--- config.mk ---
export PLATFORM = sky130hd
export DESIGN_NAME = sb_tx_serializer_flat
export DESIGN_NICKNAME = d
export VERILOG_FILES = /design/src/rtl/sb_tx_serializer_if.sv /design/src/rtl/sb_tx_serializer.sv /design/src/flat_wrapper.sv
export SDC_FILE = /design/constraint.sdc
export NUM_CORES = 1
export LEC_CHECK = 0
export CORE_UTILIZATION = 57
export CTS_CLUSTER_DIAMETER = 150
export CTS_CLUSTER_SIZE = 12
export DETAILED_ROUTE_END_ITERATION = 12
export MAX_ROUTING_LAYER = met4
export PLACE_DENSITY = 0.82
export SLEW_MARGIN = 5
export SYNTH_ARGS = -nofsm -noshare
export SYNTH_HDL_FRONTEND = slang
export SYNTH_SLANG_ARGS = --single-unit
--- constraint.sdc ---
create_clock -name clk_800MHz -period 4.9 [get_ports clk_800MHz]
set_input_delay 1.47 -clock clk_800MHz [delete_from_list [all_inputs] [get_ports clk_800MHz]]
set_output_delay 1.47 -clock clk_800MHz [all_outputs]
set_load 0.1 [all_outputs]
--- src/rtl/sb_tx_serializer_if.sv ---
// Sideband message handshake between an initiator and the TX serializer.
// Latency: none (wires only).
// Backpressure: the initiator holds msg_valid_i and its payload until msg_ready_o is seen.
interface sb_tx_serializer_if;
   logic [63:0] msg_i;
   logic [63:0] data_i;
   logic        has_data_i;
   logic        msg_valid_i;
   logic        msg_ready_o;
   logic        sendNextFlag_o;

   modport master (
      output msg_i, data_i, has_data_i, msg_valid_i,
      input  msg_ready_o, sendNextFlag_o
   );

   modport slave (
      input  msg_i, data_i, has_data_i, msg_valid_i,
      output msg_ready_o, sendNextFlag_o
   );
endinterface

--- src/rtl/sb_tx_serializer.sv ---
// Sideband TX serializer: header (+ optional payload) shifted out LSB first, each word followed by an idle gap.
// Latency: bit 0 of the header is on the pin the cycle after the accept edge; pins are registered.
// Backpressure: msg_ready_o is high only while idle and enabled; sendNextFlag_o pulses when a packet and its gap are done.
module sb_tx_serializer #(
   parameter int UI_CYCLES = 2,
   parameter int PKT_UI    = 64,
   parameter int GAP_UI    = 32
) (
   input  logic               clk_800MHz,
   input  logic               reset_n,
   input  logic               enable_i,
   sb_tx_serializer_if.slave  sb,
   output logic               busy_o,
   output logic               SB_clkPin_TX_o,
   output logic               SB_dataPin_TX_o
);

   localparam int PW = (UI_CYCLES > 1) ? $clog2(UI_CYCLES) : 1;

   typedef enum logic [2:0] {IDLE, HDR, GAP1, DATA, GAP2} state_t;

   state_t        state_q, state_d;
   logic [6:0]    ui_q, ui_d;
   logic [PW-1:0] ph_q, ph_d;
   logic [63:0]   sh_q, sh_d;
   logic [63:0]   data_q, data_d;
   logic          hd_q, hd_d;
   logic          flag_q, flag_d;
   logic          clk_pin_d, dat_pin_d;
   logic          ui_end, last_ui, accept, serial_d;

   // Ready is forced low during reset so every output reads 0 while reset_n is low.
   assign sb.msg_ready_o    = reset_n & enable_i & (state_q == IDLE);
   assign sb.sendNextFlag_o = flag_q;
   assign busy_o            = (state_q != IDLE);
   assign accept            = sb.msg_valid_i & sb.msg_ready_o;
   assign ui_end            = (ph_q == PW'(UI_CYCLES - 1));
   assign last_ui           = (state_q == HDR || state_q == DATA) ? (ui_q == 7'(PKT_UI - 1))
                                                                   : (ui_q == 7'(GAP_UI - 1));

   // Next-state, counters, shift register and the pin values for the coming cycle.
   always_comb begin
      state_d = state_q;
      ui_d    = ui_q;
      ph_d    = ph_q;
      sh_d    = sh_q;
      data_d  = data_q;
      hd_d    = hd_q;
      flag_d  = 1'b0;
      case (state_q)
         IDLE: begin
            if (accept) begin
               state_d = HDR;
               ui_d    = 7'd0;
               ph_d    = '0;
               sh_d    = sb.msg_i;
               data_d  = sb.data_i;
               hd_d    = sb.has_data_i;
            end
         end
         default: begin
            ph_d = ui_end ? '0 : ph_q + 1'b1;
            if (ui_end) begin
               ui_d = last_ui ? 7'd0 : ui_q + 7'd1;
               if (state_q == HDR || state_q == DATA) sh_d = sh_q >> 1;
               if (last_ui) begin
                  case (state_q)
                     HDR:  state_d = GAP1;
                     GAP1: begin
                        if (hd_q) begin
                           state_d = DATA;
                           sh_d    = data_q;
                        end else begin
                           state_d = IDLE;
                           flag_d  = 1'b1;
                        end
                     end
                     DATA: state_d = GAP2;
                     GAP2: begin
                        state_d = IDLE;
                        flag_d  = 1'b1;
                     end
                     default: state_d = IDLE;
                  endcase
               end
            end
            // Losing enable mid-packet drops it silently: no completion flag.
            if (!enable_i) begin
               state_d = IDLE;
               ui_d    = 7'd0;
               ph_d    = '0;
               flag_d  = 1'b0;
            end
         end
      endcase
      serial_d  = (state_d == HDR) || (state_d == DATA);
      dat_pin_d = serial_d & sh_d[0];
      clk_pin_d = serial_d && (ph_d >= PW'(UI_CYCLES / 2));
   end

   // State, counters, shift registers and registered pins.
   always_ff @(posedge clk_800MHz or negedge reset_n) begin
      if (!reset_n) begin
         state_q         <= IDLE;
         ui_q            <= 7'd0;
         ph_q            <= '0;
         sh_q            <= 64'd0;
         data_q          <= 64'd0;
         hd_q            <= 1'b0;
         flag_q          <= 1'b0;
         SB_clkPin_TX_o  <= 1'b0;
         SB_dataPin_TX_o <= 1'b0;
      end else begin
         state_q         <= state_d;
         ui_q            <= ui_d;
         ph_q            <= ph_d;
         sh_q            <= sh_d;
         data_q          <= data_d;
         hd_q            <= hd_d;
         flag_q          <= flag_d;
         SB_clkPin_TX_o  <= clk_pin_d;
         SB_dataPin_TX_o <= dat_pin_d;
      end
   end

endmodule
--- src/flat_wrapper.sv ---
// flat-port wrapper written by rule: the top's interface ports become plain ports
module sb_tx_serializer_flat 
#(
   parameter int UI_CYCLES = 2,
   parameter int PKT_UI    = 64,
   parameter int GAP_UI    = 32
)
  (clk_800MHz, reset_n, enable_i, busy_o, SB_clkPin_TX_o, SB_dataPin_TX_o, sb_msg_i, sb_data_i, sb_has_data_i, sb_msg_valid_i, sb_msg_ready_o, sb_sendNextFlag_o);
  sb_tx_serializer_if sb_i ();
  input  logic clk_800MHz;
  input  logic reset_n;
  input  logic enable_i;
  output logic busy_o;
  output logic SB_clkPin_TX_o;
  output logic SB_dataPin_TX_o;
  input wire logic [$bits(sb_i.msg_i)-1:0] sb_msg_i;
  input wire logic [$bits(sb_i.data_i)-1:0] sb_data_i;
  input wire logic [$bits(sb_i.has_data_i)-1:0] sb_has_data_i;
  input wire logic [$bits(sb_i.msg_valid_i)-1:0] sb_msg_valid_i;
  output wire logic [$bits(sb_i.msg_ready_o)-1:0] sb_msg_ready_o;
  output wire logic [$bits(sb_i.sendNextFlag_o)-1:0] sb_sendNextFlag_o;
  assign sb_i.msg_i = sb_msg_i;
  assign sb_i.data_i = sb_data_i;
  assign sb_i.has_data_i = sb_has_data_i;
  assign sb_i.msg_valid_i = sb_msg_valid_i;
  assign sb_msg_ready_o = sb_i.msg_ready_o;
  assign sb_sendNextFlag_o = sb_i.sendNextFlag_o;
  sb_tx_serializer #(.UI_CYCLES(UI_CYCLES), .PKT_UI(PKT_UI), .GAP_UI(GAP_UI)) u_core (.clk_800MHz(clk_800MHz), .reset_n(reset_n), .enable_i(enable_i), .sb(sb_i), .busy_o(busy_o), .SB_clkPin_TX_o(SB_clkPin_TX_o), .SB_dataPin_TX_o(SB_dataPin_TX_o));
endmodule
Word level (Yosys, flattened, before mapping)
Cells that the tools add are included.
{ "op_classes": {"n_addsub": 2, "order_cmp": 1, "n_eq_ne": 10, "n_mux": 30, "n_bitwise": 4, "reduce_logical": 9} }
{ "op_table": {"columns": ["op", "count"], "rows": [
  ["$mux 64", 7],
  ["$mux 7", 5],
  ["$mux 3", 5],
  ["$mux 1", 10],
  ["$eq 3x2->1 const B", 3],
  ["$pmux 3 s3", 1],
  ["$add 7x1->7 const B", 1],
  ["$eq 7x5->1 const B", 1],
  ["$eq 7x6->1 const B", 1],
  ["$eq 3x1->1 const B", 2],
  ["$reduce_and 2->1", 3],
  ["$and 1x1->1", 4],
  ["$eq 3x3->1 const B", 1],
  ["$logic_not 3->1", 1],
  ["$ne 3x1->1 const B", 1],
  ["$reduce_bool 3->1", 1],
  ["$logic_or 1x1->1", 2],
  ["$mux 2", 1],
  ["$ne 2x1->1 const B", 1],
  ["$pmux 1 s2", 1],
  ["$reduce_bool 2->1", 1],
  ["$add 1x1->1 const B", 1],
  ["$ge 1x1->1 const B", 1],
  ["$logic_and 1x1->1", 1]
]} }
{ "word_totals": {"register_bits": 143, "inputBits": 133, "output_inout_bits": 5, "word_cells": 66} }

Longest topological paths before layout
Gate-level depths: netlist (run 1).
{ "depth": {"word_depth": 10, "mapped_depth": 9, "mapped_depth_nobuf": 5} }

Worst setup path after synthesis (run 1)
OpenSTA, ideal clock, no wires.
{ "synth_timing": {"kind": "input to output", "start": "input enable_i", "end": "output sb_msg_ready_o", "arrival_ns": 2.542, "required_ns": 3.430, "path_slack_ns": 0.888, "stages": 2, "path_buffers": 1, "cell_sequence": "clkbuf_1 > and3_1"} }
{ "synth_via": {"elab_chain_cells": 2} }
{ "synth_lines": {"columns": ["element", "line", "source"], "rows": [
  ["start: declaration", "flat_wrapper.sv:12", "input logic enable_i;"],
  ["$and 1x1->1 (2 in a row)", "sb_tx_serializer.sv:33", "assign sb.msg_ready_o = reset_n & enable_i & (state_q == IDLE);"],
  ["end: declaration", "flat_wrapper.sv:20", "output wire logic [$bits(sb_i.msg_ready_o)-1:0] sb_msg_ready_o;"]
]} }
No other way between the ends.

Worst setup path in the final report (run 1)
Same ends and word-level chain as after synthesis.

==> impl_metrics.yaml, run 1 <==
sta:
  final_critical_delay_including_setup_and_external_delays_ps: 4190
  slew-limit-headroom: 0.241
  setup-violations-final: 0
  timing.clock.skew_ps: 7.99
  clock.fmax_ghz: 0.238
  finalHoldViolCount: 0
  grt_setup_unrepaired: "no"
  timing.final.max_slew_violations: 0
  sum_of_negative_setup_slack_ps: 0
  worst_pin_slew_ps: 1130
  post-route-period-util: 0.856
worst_setup_path:
  timing.critical_path.required_ps: 3430
  slowest_stage: "clkdlybuf4s50_1"
  worst_path_largest_cell_delay_ps: 760
  crit_path_cell_trace: "clkdlybuf4s50_1 -> and3_1 -> buf_12"
  timing.critical_path.arrival_ps: 2720
  worstSetupPathType: "in2out"
  critical_path.startpoint_type: "input port"
  critPathCaptureType: "primary output"
  worst_path_dominant_cell_family: "buffers and inverters"
  worst_path_maximum_fanout: 12
  critical_path.n_buffers_inverters: 2
synthesis:
  synth_edf_count: 0
  synthCells: 589
  synth-seq-cells: 143
  yosys.area.top_type_share: 0.492
  synth.lib_cells_used.distinct: 49
  synth_top_cell_by_area: "dfrtp_1"
  share_of_synthesized_flip_flops_with_an_asynchronous_set_or_reset: 1.00
  synth.avg_cell_area_um2: 12.4
  ys.warnings.count: 0
  synth_sequential_area_ratio: 0.492
  syn_nets: 723
  synthFlopType: "dfrtp_1"
  synthTopCellsByArea: "dfrtp_1, mux2_2, mux2i_1"
  netlist_area_um2: 7270
power:
  highest_ir_drop_seen_on_vdd_uv: 397
  post-layout-total-power_mw: 3.91
  netSwitchingPower_mw: 1.08
  pwr-share-comb: 0.235
  clkPwrFrac: 0.320
  leakage_power_of_the_design_nw: 4.23
  swShare: 0.277
  internal-power_mw: 2.83
  power_density_nw_per_um2: 424
  p_seq_frac: 0.445
cts:
  cts_hold_buffers: 0
  cts_max_level: 4
  clk-insertion-delay-late_ps: 420
  clockRootBuffer: "clkbuf_16"
  cts_setup_buffers: 0
  tritoncts: "done"
  cts-root-to-sink-buffers: 2
  post_cts_resized: 0
  numClockSinks: 143
  clock_slew_seen_by_the_registers_of_the_worst_setup_and_hold_paths_ps: 60
  numCtsBuffers: 17
floorplan:
  die-height_um: 115
  floorplan.io_pins: 138
  die_wd_um: 115
  fp-row-count: 40
  coreArea_um2: 12200
  floorplan.die_area_um2: 13200
  floorplan.initialDensity: 0.596
job:
  cap_viol_max_count: 0
placement:
  half_perimeter_wire_length_after_placement_um: 10700
  finalWeightedCongestion: 0.859
  portBuffers: 137
  dp.cells: 853
finish:
  num_antenna_cells: 0
  finalNonFillerCells: 883
  filler_cell_count: 832
  final-seq-area_um2: 3580
  multi_input_comb_area_um2: 3410
  drive_above_1_share: 0.245
  area_growth_syn_to_layout_pct: 26.9
  layout.nets: 838
  finish.utilization: 0.756
min_path:
  min-delay-path-class: "reg2reg"
global_routing:
  grt_pass1_wl_um: 27600
  grt_pass1_vias: 5410
  globalRoute.totalOverflow: 0
  globalRouteTotalUtil: 0.283
  antenna_found_initial: 0
  grt_max_degree: 125
drt:
  routedWlPerCell_um: 19.3
  drt_pass1_iterations: 5
  detailroute.via_count: 5321
  dr.first_iter.drc_count: 470
  detailed_route_drc_error_count: 0
  drt.antenna.violating_nets: 0
  vias_per_cell: 6.03
  drt-total-wl_um: 17100
outcome:
  run_status: "finished clean"
final cells by class:
cell class,instances,share of cell area
inverter,4,0.00163
sequential,143,0.388
timing repair buffer,144,0.157
clock inverter,11,0.0126
tap,168,0.0228
clock buffer,19,0.0491
multi-input combinational,394,0.370
per-layer routing:
layer	track usage	up-vias	wire length (um)
met5	-	-	0
li1	-	2459	-
met1	0.346	2649	7290
met3	0.0770	33	924
met4	0.100	0	439
met2	0.453	180	8420
cells in the final DEF (no fill, tap or decap), drive strengths merged, types with 7 or more instances in the layout:
cell,Yosys,final
clkdlybuf4s50,0,135
a22oi,65,65
mux2i,65,65
nand3,9,9
o21ai,67,67
nand2,8,8
nor2,7,7
mux2,127,127
dfrtp,143,143
buf,33,9
clkbuf,15,19
power groups by stage:
stage / clock (mW) / sequential [mW] / combinational (mW)
4_1_cts: 1.27 / 1.74 / 0.929
3_5_place_dp: 0 / 1.75 / 0.916
5_1_grt: 1.32 / 1.78 / 1.02
6_report: 1.25 / 1.74 / 0.920
3_3_place_gp: 0 / 1.72 / 0.862
2_1_floorplan: 0 / 1.67 / 0.677
registers in the layout, indices dropped and copies added (netlist names):
name / cells
u_core.SB_dataPin_TX_o: 1
u_core.sh_q: 64
u_core.ui_q: 7
u_core.data_q: 64
u_core.sb.sendNextFlag_o: 1
u_core.hd_q: 1
u_core.state_q: 3
u_core.ph_q: 1
u_core.SB_clkPin_TX_o: 1
cells by family after synthesis:
kind of cell	after synthesis	share of synthesized area
adder cells (fa/ha/maj)	1	0.00172
multiplexers	192	0.286
AO/OA/AOI/OAI	154	0.142
XOR/XNOR	2	0.00241
flip-flops	143	0.492
AND/OR/NAND/NOR	45	0.0344
buffers and inverters	52	0.0420
per-stage QoR:
| step | hold slack (ps) | worst slack, ps | instance area [um^2] |
|---|---|---|---|
| after CTS | 508 | 721 | 9230 |
| after global routing | 522 | 631 | 9230 |
| after detailed placement | 495 | 726 | 8660 |
| after global placement | 489 | 760 | 8660 |
| final | 506 | 707 | 9230 |
| after floorplan | 473 | 888 | 7270 |
cell usage after synthesis, types with 2 or more instances:
| cell | instances |
|---|---|
| dfrtp_1 | 143 |
| mux2_2 | 127 |
| o21ai_0 | 66 |
| a22oi_1 | 65 |
| mux2i_1 | 65 |
| buf_2 | 16 |
| clkbuf_1 | 15 |
| buf_4 | 10 |
| nand3_1 | 9 |
| nand2_1 | 8 |
| buf_6 | 7 |
| nor2_1 | 6 |
| a21oi_1 | 3 |
| and3_1 | 3 |
| inv_1 | 3 |
| nand4_1 | 3 |
| o31ai_1 | 3 |
| and2_1 | 2 |
| nand2b_1 | 2 |
| nor2b_1 | 2 |
| o221ai_1 | 2 |
| or4_1 | 2 |
final timing paths:
path	from	end	slack (ps)	depth (start not counted)
setup / recovery	enable_i	sb_msg_ready_o	710	3
hold / removal	u_core.data_q[62]	u_core.data_q[62]	510	1
setup reg to reg	u_core.state_q[0]	u_core.data_q[42]	2240	5
hold reg to reg	u_core.data_q[62]	u_core.data_q[62]	510	1
max in group asynchronous	reset_n	u_core.data_q[20]	2930	2
min in group asynchronous	reset_n	u_core.state_q[1]	1250	2
Power figures use the tool's default switching activity.
==> run 2: changes to the inputs <==
RECOVER_POWER = 50   (was unset)
==> impl_metrics.yaml, run 2 (same netlist as run 1, synthesis figures left out) <==
outcome:
  run_status: "finished with violations"
  failed_checks: "capacitance limit, slew limit"
worst_setup_path:
  timing.critical_path.required_ps: 3430
  timing.critical_path.arrival_ps: 2800
  worstSetupPathType: "in2out"
  worst_path_maximum_fanout: 12
  critical_path.startpoint_type: "input port"
  critPathCaptureType: "primary output"
drt:
  detailroute.via_count: 5322
  vias_per_cell: 6.03
  drt.antenna.violating_nets: 0
  dr.first_iter.drc_count: 470
  drt_pass1_iterations: 5
  drt-total-wl_um: 17100
  routedWlPerCell_um: 19.3
  detailed_route_drc_error_count: 0
global_routing:
  globalRouteTotalUtil: 0.283
  grt_max_degree: 125
  globalRoute.totalOverflow: 0
  antenna_found_initial: 0
  grt_pass1_wl_um: 27600
  grt_pass1_vias: 5410
sta:
  timing.final.max_slew_violations: 145
  timing.clock.skew_ps: 7.99
  grt_setup_unrepaired: "no"
  layout_setup_ws_ps: 635
  post-route-period-util: 0.870
  clock.fmax_ghz: 0.234
  final_critical_delay_including_setup_and_external_delays_ps: 4270
  sum_of_negative_setup_slack_ps: 0
  setup-violations-final: 0
  slew-limit-headroom: -0.300
  worst_pin_slew_ps: 1950
  finalHoldViolCount: 0
  fin_worst_hold_slack_ps: 506
floorplan:
  die_wd_um: 115
  floorplan.io_pins: 138
  die-height_um: 115
  floorplan.die_area_um2: 13200
  fp-row-count: 40
  coreArea_um2: 12200
  floorplan.initialDensity: 0.596
power:
  post-layout-total-power_mw: 3.91
  highest_ir_drop_seen_on_vdd_uv: 397
  leakage_power_of_the_design_nw: 4.22
  power_density_nw_per_um2: 424
cts:
  clk-insertion-delay-late_ps: 420
  cts_hold_buffers: 0
  cts_max_level: 4
  post_cts_resized: 0
  cts-root-to-sink-buffers: 2
  cts_setup_buffers: 0
  numClockSinks: 143
  numCtsBuffers: 17
  clockRootBuffer: "clkbuf_16"
  clock_slew_seen_by_the_registers_of_the_worst_setup_and_hold_paths_ps: 60
  tritoncts: "done"
placement:
  placed_area_um2: 8660
  dp.cells: 853
  portBuffers: 137
  dp_slack_ps: 726
  half_perimeter_wire_length_after_placement_um: 10700
  finalWeightedCongestion: 0.859
finish:
  largest_registers: "u_core.data_q x64, u_core.sh_q x64, u_core.ui_q x7"
  area_growth_syn_to_layout_pct: 26.8
  drive_above_1_share: 0.243
  finalNonFillerCells: 883
  num_antenna_cells: 0
  finalInstanceArea_um2: 9220
  finish.utilization: 0.755
  final_cell_mix: "dfrtp_1, clkdlybuf4s50_1, mux2_2, o21ai_0, a22oi_1"
  layout.nets: 838
  filler_cell_count: 835
  layout_commonest_cell: "dfrtp_1"
job:
  cap_viol_max_count: 2
min_path:
  min-delay-path-class: "reg2reg"
[run 2: changes by cell type in the layout (fill, tap and decap cells not counted)]
cell,delta
dlygate4sd3_1,+1
clkdlybuf4s50_1,-1
buf_6,-1
clkbuf_1,+1
clkbuf_2,+2
buf_4,-2
[run 2: critical path: stages]
cell	delay, ps
dlygate4sd3_1	840
and3_1	300
buf_12	190
[run 2: layout make-up]
cell class	count	area, um^2	area share
Sequential cell	143	3580	0.388
Multi-Input combinational cell	394	3410	0.370
Timing Repair Buffer	144	1440	0.156
Clock buffer	19	453	0.0491
Tap cell	168	210	0.0228
Clock inverter	11	116	0.0126
Inverter	4	15.0	0.00163
[run 2: layer usage]
layer	routed length, um	part of all wire	up-vias	track usage
met2	8420	0.49	180	0.453
met1	7290	0.43	2651	0.346
met4	439	0.026	0	0.100
li1	-	-	2458	-
met3	926	0.054	33	0.0770
met5	0	0	-	-
[run 2: where the power goes]
group | leakage (nW) | internal, mW | switching, mW
sequential | 1.76 | 1.50 | 0.237
clock | 0.277 | 0.766 | 0.484
combinational | 2.19 | 0.555 | 0.364
total | 4.22 | 2.83 | 1.08
[run 2: worst paths after layout]
kind                                   startpoint  slack (ps)                 to  depth (start not counted)
worst max-delay path                     enable_i         630     sb_msg_ready_o                          3
worst min-delay path            u_core.data_q[62]         510  u_core.data_q[62]                          1
worst max register to register  u_core.state_q[0]        2240  u_core.data_q[42]                          5
worst min register to register  u_core.data_q[62]         510  u_core.data_q[62]                          1
max in group asynchronous                 reset_n        1880  u_core.data_q[20]                          2
min in group asynchronous                 reset_n        1710  u_core.state_q[1]                          2
==> run 3: changes to the inputs <==
CORE_UTILIZATION = 53   (was 57)
PLACE_DENSITY = 0.77   (was 0.82)
clock period = 4.4 ns   (was 4.9 ns; I/O delays follow)
==> impl_metrics.yaml, run 3 (same netlist as run 1, synthesis figures left out) <==
cts:
  cts-root-to-sink-buffers: 2
  numCtsBuffers: 17
  cts_max_level: 4
  cts_setup_buffers: 0
  tritoncts: "done"
  cts_hold_buffers: 0
  clockRootBuffer: "clkbuf_16"
  post_cts_resized: 0
  clk-insertion-delay-late_ps: 410
  clock_slew_seen_by_the_registers_of_the_worst_setup_and_hold_paths_ps: 50
  numClockSinks: 143
finish:
  final-seq-area_um2: 3580
  drive_above_1_share: 0.247
  multi_input_comb_area_um2: 3410
  layout.nets: 843
  final_cell_mix: "dfrtp_1, clkdlybuf4s50_1, mux2_2, o21ai_0, a22oi_1"
  largest_registers: "u_core.data_q x64, u_core.sh_q x64, u_core.ui_q x7"
  layout_commonest_cell: "dfrtp_1"
  finalInstanceArea_um2: 9350
  area_growth_syn_to_layout_pct: 28.5
  finish.utilization: 0.703
  num_antenna_cells: 0
  finalNonFillerCells: 897
  filler_cell_count: 984
floorplan:
  floorplan.die_area_um2: 14200
  die_wd_um: 119
  die-height_um: 119
  fp-row-count: 42
  floorplan.initialDensity: 0.547
  coreArea_um2: 13300
  floorplan.io_pins: 138
drt:
  detailed_route_drc_error_count: 0
  drt_pass1_iterations: 5
  drt-total-wl_um: 16800
  drt.antenna.violating_nets: 0
  vias_per_cell: 5.90
  detailroute.via_count: 5294
  routedWlPerCell_um: 18.7
  dr.first_iter.drc_count: 393
outcome:
  failed_checks: "capacitance limit, slew limit"
  run_status: "finished with violations"
worst_setup_path:
  worst-r2r-setup-slack_ps: 1630
  worstSetupPathType: "in2out"
  critical_path.startpoint_type: "input port"
  timing.critical_path.required_ps: 3080
  timing.critical_path.arrival_ps: 2270
  worst_path_maximum_fanout: 2
  critPathCaptureType: "primary output"
sta:
  clock.fmax_ghz: 0.279
  final_critical_delay_including_setup_and_external_delays_ps: 3590
  post-route-period-util: 0.816
  worst_pin_slew_ps: 1870
  slew-limit-headroom: -0.244
  setup-violations-final: 0
  finalHoldViolCount: 0
  grt_setup_unrepaired: "no"
  timing.final.max_slew_violations: 145
  layout_setup_ws_ps: 811
  timing.clock.skew_ps: 5.83
  sum_of_negative_setup_slack_ps: 0
  fin_worst_hold_slack_ps: 499
placement:
  half_perimeter_wire_length_after_placement_um: 10800
  placed_area_um2: 8780
  finalWeightedCongestion: 0.855
  dp_slack_ps: 876
  portBuffers: 137
  dp.cells: 866
power:
  highest_ir_drop_seen_on_vdd_uv: 249
  internal-power_mw: 3.18
  clkPwrFrac: 0.325
  swShare: 0.274
  power_density_nw_per_um2: 469
  pwr-share-comb: 0.233
  netSwitchingPower_mw: 1.20
  leakage_power_of_the_design_nw: 4.28
  post-layout-total-power_mw: 4.38
  p_seq_frac: 0.442
global_routing:
  globalRoute.totalOverflow: 0
  antenna_found_initial: 0
  grt_pass1_vias: 5450
  grt_max_degree: 76
  grt_pass1_wl_um: 27500
  globalRouteTotalUtil: 0.256
job:
  cap_viol_max_count: 2
min_path:
  min-delay-path-class: "reg2reg"
==> run 3: metal layers <==
layer / wire, um / global-route usage / up-vias / share of wire
li1: - / - / 2459 / -
met1: 7400 / 0.322 / 2659 / 0.44
met2: 8350 / 0.411 / 156 / 0.50
met3: 772 / 0.0517 / 20 / 0.046
met4: 269 / 0.0902 / 0 / 0.016
met5: 0 / - / - / 0
==> run 3: area by class of cell <==
class / instances / share of cell area
timing repair buffer: 149 / 0.165
clock buffer: 19 / 0.0463
tap: 176 / 0.0236
multi-input combinational: 394 / 0.365
sequential: 143 / 0.383
clock inverter: 12 / 0.0155
inverter: 4 / 0.00161
==> run 3: power groups by stage <==
stage               registers [mW]  clock network, mW  logic [mW]
finish                        1.94               1.42        1.02
detailed placement            1.95                  0        1.02
floorplan                     1.86                  0       0.753
global placement              1.93                  0       0.970
global route                  1.98               1.50        1.13
CTS                           1.93               1.45        1.04
==> run 3: final timing paths <==
| path | start | to | depth (start not counted) |
|---|---|---|---|
| worst max-delay path | enable_i | sb_msg_ready_o | 3 |
| worst min-delay path | u_core.data_q[63] | u_core.data_q[63] | 1 |
| min in group asynchronous | reset_n | u_core.ui_q[4] | 2 |
| worst min register to register | u_core.data_q[63] | u_core.data_q[63] | 1 |
| worst max register to register | u_core.ui_q[0] | u_core.sh_q[60] | 6 |
| max in group asynchronous | reset_n | u_core.data_q[26] | 2 |
==> run 3: worst max-delay path, stage by stage <==
cell and delay (ps):
dlygate4sd3_1 550, and3_1 210, buf_12 180
